## src/rtl/aes_pkg.sv

```systemverilog
// Shared definitions for the AES-CTR job sequencer: FSM encodings, datapath
// widths and the counter-block builder.
package aes_pkg;

    localparam int unsigned AES_BLK_W = 128;
    localparam int unsigned KEY_W     = 128;
    localparam int unsigned NONCE_W   = 96;
    localparam int unsigned CTR_W     = 32;

    localparam logic [CTR_W-1:0] CTR_MAX = 32'hFFFF_FFFF;

    typedef enum logic [2:0] {
        ST_IDLE  = 3'd0,
        ST_ISSUE = 3'd1,
        ST_WAIT  = 3'd2,
        ST_OUT   = 3'd3,
        ST_ERROR = 3'd4
    } seq_state_t;

    // CTR-mode counter block: nonce in the upper 96 bits, counter below.
    function automatic logic [AES_BLK_W-1:0] make_ctr_block(
        input logic [NONCE_W-1:0] nonce,
        input logic [CTR_W-1:0]   ctr
    );
        return {nonce, ctr};
    endfunction

endpackage

```

## src/rtl/aes_ctr_sequencer.sv

```systemverilog
// AES-128 CTR-mode job sequencer. Accepts plaintext blocks on a valid/ready
// stream, issues one counter block at a time to the encryptor and returns
// plaintext ^ keystream on a valid/ready output stream. Engine faults and
// counter exhaustion park the block in a sticky error state until reloaded.
//
// Ports:
//   clk, rst                     clock, synchronous active-high reset
//   cfg_load/key/nonce/ctr       configuration load (idle only, clears error)
//   in_valid/ready/data/last     plaintext input stream
//   eng_start/key/block          job issue to the encryptor
//   eng_busy/done/ct/fault       encryptor status and result
//   out_valid/ready/data/last    result output stream
//   out_fault                    block was corrupted by an engine fault
//   configured, error            status
module aes_ctr_sequencer
    import aes_pkg::*;
(
    input  logic                 clk,
    input  logic                 rst,
    input  logic                 cfg_load,
    input  logic [KEY_W-1:0]     cfg_key,
    input  logic [NONCE_W-1:0]   cfg_nonce,
    input  logic [CTR_W-1:0]     cfg_ctr,
    input  logic                 in_valid,
    output logic                 in_ready,
    input  logic [AES_BLK_W-1:0] in_data,
    input  logic                 in_last,
    output logic                 eng_start,
    output logic [KEY_W-1:0]     eng_key,
    output logic [AES_BLK_W-1:0] eng_block,
    input  logic                 eng_busy,
    input  logic                 eng_done,
    input  logic [AES_BLK_W-1:0] eng_ct,
    input  logic                 eng_fault,
    output logic                 out_valid,
    input  logic                 out_ready,
    output logic [AES_BLK_W-1:0] out_data,
    output logic                 out_last,
    output logic                 out_fault,
    output logic                 configured,
    output logic                 error
);

    seq_state_t           state;
    logic [AES_BLK_W-1:0] data_q;
    logic                 last_q;

    // eng_block doubles as the nonce/counter storage; the counter is its low word.
    always_ff @(posedge clk) begin
        if (rst) begin
            state      <= ST_IDLE;
            data_q     <= '0;
            last_q     <= 1'b0;
            in_ready   <= 1'b0;
            eng_start  <= 1'b0;
            eng_key    <= '0;
            eng_block  <= '0;
            out_valid  <= 1'b0;
            out_data   <= '0;
            out_last   <= 1'b0;
            out_fault  <= 1'b0;
            configured <= 1'b0;
            error      <= 1'b0;
        end else begin
            eng_start <= 1'b0;
            case (state)
                ST_IDLE: begin
                    if (in_valid && in_ready) begin
                        data_q   <= in_data;
                        last_q   <= in_last;
                        in_ready <= 1'b0;
                        state    <= ST_ISSUE;
                    end else if (cfg_load && !in_valid) begin
                        eng_key    <= cfg_key;
                        eng_block  <= make_ctr_block(cfg_nonce, cfg_ctr);
                        configured <= 1'b1;
                        error      <= 1'b0;
                        in_ready   <= 1'b1;
                    end
                end
                ST_ISSUE: begin
                    if (!eng_busy) begin
                        eng_start <= 1'b1;
                        state     <= ST_WAIT;
                    end
                end
                ST_WAIT: begin
                    if (eng_done) begin
                        out_valid <= 1'b1;
                        out_last  <= last_q;
                        if (eng_fault) begin
                            out_data  <= '0;
                            out_fault <= 1'b1;
                            error     <= 1'b1;
                        end else begin
                            out_data  <= data_q ^ eng_ct;
                            out_fault <= 1'b0;
                        end
                        state <= ST_OUT;
                    end
                end
                ST_OUT: begin
                    if (out_ready) begin
                        out_valid <= 1'b0;
                        if (out_fault) begin
                            state <= ST_ERROR;
                        end else if (eng_block[CTR_W-1:0] == CTR_MAX) begin
                            // Counter never wraps: stop rather than reuse a block.
                            error <= 1'b1;
                            state <= ST_ERROR;
                        end else begin
                            eng_block[CTR_W-1:0] <= eng_block[CTR_W-1:0] + CTR_W'(1);
                            in_ready             <= 1'b1;
                            state                <= ST_IDLE;
                        end
                    end
                end
                ST_ERROR: begin
                    if (cfg_load) begin
                        eng_key    <= cfg_key;
                        eng_block  <= make_ctr_block(cfg_nonce, cfg_ctr);
                        configured <= 1'b1;
                        error      <= 1'b0;
                        in_ready   <= 1'b1;
                        state      <= ST_IDLE;
                    end
                end
                default: begin
                    state    <= ST_IDLE;
                    in_ready <= 1'b0;
                end
            endcase
        end
    end

endmodule

```

## config.mk

```make
export PLATFORM = sky130hd
export DESIGN_NAME = aes_ctr_sequencer
export DESIGN_NICKNAME = d
export VERILOG_FILES = /design/src/rtl/aes_pkg.sv /design/src/rtl/aes_ctr_sequencer.sv
export SDC_FILE = /design/constraint.sdc
export NUM_CORES = 1
export LEC_CHECK = 0
export CAP_MARGIN = 20
export CORE_AREA = 3 3 358 360
export CTS_CLUSTER_DIAMETER = 60
export CTS_CLUSTER_SIZE = 8
export DETAILED_ROUTE_END_ITERATION = 10
export DIE_AREA = 0 0 361 363
export SKIP_LAST_GASP = 1
export SLEW_MARGIN = 15
export SYNTH_ARGS = -nofsm -noshare
export SYNTH_HDL_FRONTEND = slang
export SYNTH_SLANG_ARGS = --single-unit
```

## constraint.sdc

```tcl
create_clock -name clk -period 2.4 [get_ports clk]
set_clock_uncertainty 0.15 [all_clocks]
set_input_delay 0.48 -clock clk [delete_from_list [all_inputs] [get_ports clk]]
set_output_delay 0.48 -clock clk [all_outputs]
set_load 0.1 [all_outputs]
```

==> reports/metrics.cfg, run 1 <==
[run_status]
status=finished clean

[synth]
synth_top_area_frac=0.5125
synthCells=2587
ys_seq_elements=523
yosysTopAreaCell=dfxtp_1
synth-main-ff-cell=dfxtp_1
synth_most_common_cell=nand2_1
yosys-top-cells-area=dfxtp_1, nand2_1, a21oi_1
ys_top_cells_by_count=nand2_1, dfxtp_1, a21oi_1
synth_edf_count=0
synthArstFlopShare=0
synth_warnings=0
netlist_area_um2=20430
synth_seq_area_share=0.5125
synth_area_per_cell_um2=7.897
synth.distinct_cells=61
synth_fp_nets=3109

[sta]
hold_viol=0
setup_viol=0
worst_slack_ps=189.0
slew_headroom=0.4367
whs_ps=224.1
fin_crit_sh=0.9213
clock.fmax_ghz=0.4523
max_slew.worst_pin.slew_ps=844.9
slew_viol_final=0
rsz0062_at_grt=false
fin_crit_ps=2211

[route]
ant_nets=0
drtPass1Iterations=5
vias=21410
drtIter0Drc=1366
avgViaCountPerCell=4.127
wl_per_cell_um=19.19
routed_wl_mm=99.52
drc=0

[global_route]
grt_use_total=0.1450
grt_pass1_wl_mm=141.2
grt_pass1_vias=20450
met1_usage=0.1692
grt_remaining_overflow=0
use_met3=0.06160
met2_usage=0.2371
antenna_found_initial=26
top_usage_layer=met2
grt_max_degree=154

[clocking]
h-tree-depth=3
clk_pin_slew_ps=50
cts-root-buf=clkbuf_16
cts_num_sinks=523
cts_tree=built
ctsLongestPathBuffers=3
clk_latency_ps=650
cts_buffers=81
cts_setup_buffers=0

[power]
power_mw=35.63
p_leak_nw=12.60
powerDensity_nw_per_um2=1059
ir_worst_vdd_v=0.0005296

[setup_path]
crit_chain=ha_1, nand3_2, buf_4, nor3_2, nand4_1, o31a_1, o32ai_1
slowest_stage=dfxtp_4
cp-start-kind=flop
critPathKind=flop to flop
cp.required_ps=2810
cpPeakStageDelay_ps=380
critPathArrivalTime_ps=2620
crit_path_max_fanout=6
end_kind=flop

[hold_path]
hold_path.class=input pin to flop

[die]
die_w_um=361
start_util=0.1629
die_area_um2=131000
ios=912
placeableCoreArea_um2=125400
dieHeight_um=363
fp-row-count=130

[final_layout]
area_growth_syn_to_layout_pct=64.78
drive_above_1_share=0.1914
nets=4027

[job]
maxCapViolations=0

[placed_design]
dp_hpwl_mm=76.90
io_buffers=911
place_congestion=0.8698
pre_cts_ws_ps=-388.0

## worst max-delay path: cells and delay by family (launching register included)
kind            cells  cell delay, ps
simple gates        3             680
compound gates      2             520
flops               1             380
buf+inv             1             200
fa+ha+maj           1             190
## cell type report
class,count,area (um^2)
sequential,523,10520
clock inverter,16,284.0
antenna,10,25.02
tap,1650,2064
timing repair buffer,1039,9460
multi-input combinational,1856,9188
fill,13520,91740
clock buffer,89,2110
inverter,4,15.01
## final timing paths
path	start	to	slack [ps]	cells past startpoint
max	eng_block[0]	eng_block[18]	190	7
min	cfg_key[42]	eng_key[42]	220	3
max reg2reg	eng_block[0]	eng_block[18]	190	7
min reg2reg	eng_block[118]	eng_block[118]	300	2
## per-layer routing
layer  share of wire  up-vias
met5          0.0010        -
met4           0.028       18
met3           0.096      147
met2            0.47      778
met1            0.41     9976
li1                -    10490
## placed cells by master, fill, tap and decap left out, types with 4 or more instances in the layout
master           count
nand2_1            738
clkdlybuf4s50_1    518
a21oi_1            507
dfxtp_1            493
buf_4              490
nor2_1             161
nor3_1             134
xnor2_1            128
clkbuf_16           83
buf_12              28
dfxtp_2             26
o31ai_1             20
nand4_1             14
nand3_1             14
o311ai_0            14
diode_2             10
a31oi_1              9
a211oi_1             7
o31a_1               7
and4_1               6
and3_1               6
o21ai_0              5
clkbuf_1             5
inv_1                4
o32ai_1              4
or4_1                4
o22ai_1              4
nor4_1               4
a211o_1              4
bufinv_16            4
dfxtp_4              4
## registers in the layout, indices dropped and copies added (netlist names), 3 cells and up
name and flops:
data_q 128, eng_block 128, eng_key 128, state 3, out_data 128
## report_power, final
group,leakage (nW),internal [mW],switching [mW]
Combinational,7.17,3.84,10.1
Sequential,4.26,9.90,0.867
Clock,1.16,6.65,4.25
## cell families after synthesis
kind of cell,synth area share
fa+ha+maj,0.0006123
simple gates,0.2268
buf+inv,0.04054
flops,0.5125
xor+xnor,0.05488
compound gates,0.1632
mux,0.001470
## timing repair
item,in CTS,in global routing
endpoints found under the setup margin,1,6
pin swaps,0,2
endpoints found under the hold margin,7,0
hold buffers,1,0
resized for setup,1,3
## metrics by stage
| stage | instances | utilization | setup TNS (ps) | cell area (um^2) |
|---|---|---|---|---|
| after CTS | 5177 | 0.2681 | 0 | 33630 |
| after detailed placement | 5071 | 0.2489 | -10330 | 31210 |
| after floorplan | 2587 | - | 0 | 20480 |
| after global placement | 5071 | 0.2489 | -8700 | 31210 |
| final | 5187 | 0.2684 | 0 | 33660 |
| after global routing | 5179 | 0.2683 | 0 | 33640 |
(Power assumes the default switching activity.)
==> inputs of run 2 (changes only) <==
--- a/config.mk
+++ b/config.mk
@@ -11,6 +11,7 @@
 export CTS_CLUSTER_SIZE = 8
 export DETAILED_ROUTE_END_ITERATION = 10
 export DIE_AREA = 0 0 361 363
+export MAX_ROUTING_LAYER = met4
 export SKIP_LAST_GASP = 1
 export SLEW_MARGIN = 15
 export SYNTH_ARGS = -nofsm -noshare
==> run 2 against run 1 <==
Final cell count grew 0.23%; cell area is essentially flat; wire length grew 0.10%; die area is the same; fmax shrank 0.69%; largest cell class unchanged.
==> reports/metrics.cfg, run 2 (synthesis gave the netlist of run 1 again) <==
[run_status]
status=finished clean

[route]
drc=0
ant_nets=0
drtPass1Iterations=5
drtIter0Drc=1352
routed_wl_mm=99.62
vias=21430
wl_per_cell_um=19.16
avgViaCountPerCell=4.122

[setup_path]
rr_endpoint=eng_block[25]
crit_start=eng_block[10]
worst-r2r-setup-slack_ps=170
cp-endpoint=eng_block[25]
crit_path_max_fanout=15
end_kind=flop
cp.required_ps=2810
crit_chain=nand4_2, nor4_4, and4_1, buf_4, a211oi_1, o32ai_1
critPathKind=flop to flop
slowest_stage=nor4_4
critPathArrivalTime_ps=2640
ff2ff_path_depth=6
cp-start-kind=flop
cpPeakStageDelay_ps=460
r2r_start=eng_block[10]

[power]
p_leak_nw=12.60
ir_worst_vdd_v=0.0005291
powerDensity_nw_per_um2=1058

[sta]
rsz0062_at_grt=false
clock.fmax_ghz=0.4492
setup_tns_ps=0
hold_viol=0
slew_headroom=0.4460
slew_viol_final=0
max_slew.worst_pin.slew_ps=831.0
fin_crit_sh=0.9277
setup_viol=0
fin_crit_ps=2226
whs_ps=217.9
worst_slack_ps=173.6

[clocking]
cts_tree=built
cts_buffers=81
cts_num_sinks=523
ctsLongestPathBuffers=3
cts-root-buf=clkbuf_16
clk_pin_slew_ps=50
h-tree-depth=3
clk_latency_ps=660

[die]
dieHeight_um=363
fp-row-count=130
start_util=0.1629
placeableCoreArea_um2=125400
die_area_um2=131000
ios=912
die_w_um=361

[final_layout]
fin_area_um2=33690
area_growth_syn_to_layout_pct=64.93
layout_commonest_cell=nand2_1
fillers=13520
nets=4027
layout_common_cells=nand2_1, clkdlybuf4s50_1, a21oi_1
drive_above_1_share=0.1914

[placed_design]
placed_cell_area_um2=31210
io_buffers=911
place_congestion=0.8851
pre_cts_ws_ps=-388.0
dp_hpwl_mm=76.90

[global_route]
grt_max_degree=154
grt_pass1_vias=20530
antenna_found_initial=26
grt_pass1_wl_mm=141.1
grt_use_total=0.1494
grt_remaining_overflow=0

[job]
maxCapViolations=0

[hold_path]
hold_path.class=input pin to flop

run 2: cell types whose count changed in the layout (fill, tap and decap cells not counted):
cell | previous run | this run
diode_2 | 10 | 22
run 2: layout make-up:
class / count / area, um^2 / share of cell area
flip-flops and latches: 523 / 10520 / 0.3122
repair buffers: 1039 / 9460 / 0.2808
multi-input cells: 1856 / 9188 / 0.2727
clock buffers: 89 / 2110 / 0.06261
well taps: 1650 / 2064 / 0.06127
clock inverters: 16 / 284.0 / 0.008430
diodes: 22 / 55.05 / 0.001634
inverters: 4 / 15.01 / 0.0004456
run 2: worst min path at each step:
stage | startpoint | end | slack (ps) | cells after the start
after floorplan | last_q | last_q | 290 | 2
after global placement | eng_key[27] | eng_key[27] | 290 | 2
after detailed placement | eng_block[37] | eng_block[37] | 300 | 2
after CTS | cfg_key[126] | eng_key[126] | 130 | 3
after global routing | in_data[11] | data_q[11] | 170 | 3
final | cfg_key[126] | eng_key[126] | 220 | 3
run 2: what timing repair did:
item | CTS | global route
setup endpoints to repair | 1 | 6
resized for setup | 1 | 3
endpoints found under the hold margin | 7 | 0
hold buffers | 1 | 0
pin swaps | 0 | 2
buffers inserted | 0 | 0
run 2: routing by layer:
layer | part of all wire | vias to the layer above | GRT usage
met5 | 0 | - | -
met4 | 0.026 | 0 | 0.04954
met3 | 0.099 | 136 | 0.06111
met2 | 0.47 | 786 | 0.2384
met1 | 0.41 | 9997 | 0.1697
li1 | - | 10510 | -
run 2: power breakdown:
part           switching (mW)  leakage, nW  internal, mW
combinational            10.1         7.17          3.84
clock                    4.27         1.16          6.65
sequential              0.867         4.26          9.90
run 2: through the flow:
step                      power [mW]  utilization  std cells
after floorplan                20.25            -       2587
after global placement         24.90       0.2489       5071
after detailed placement       24.99       0.2489       5071
after CTS                      36.17       0.2681       5177
after global routing           37.30       0.2686       5197
final                          35.64       0.2687       5199
run 2: critical path, delay by kind of cell, from the launching register on:
family / cells / cell delay [ps]
and+or+nand+nor: 3 / 1020
DFF: 1 / 390
buffers and inverters: 1 / 250
AOI/OAI and AO/OA: 2 / 310
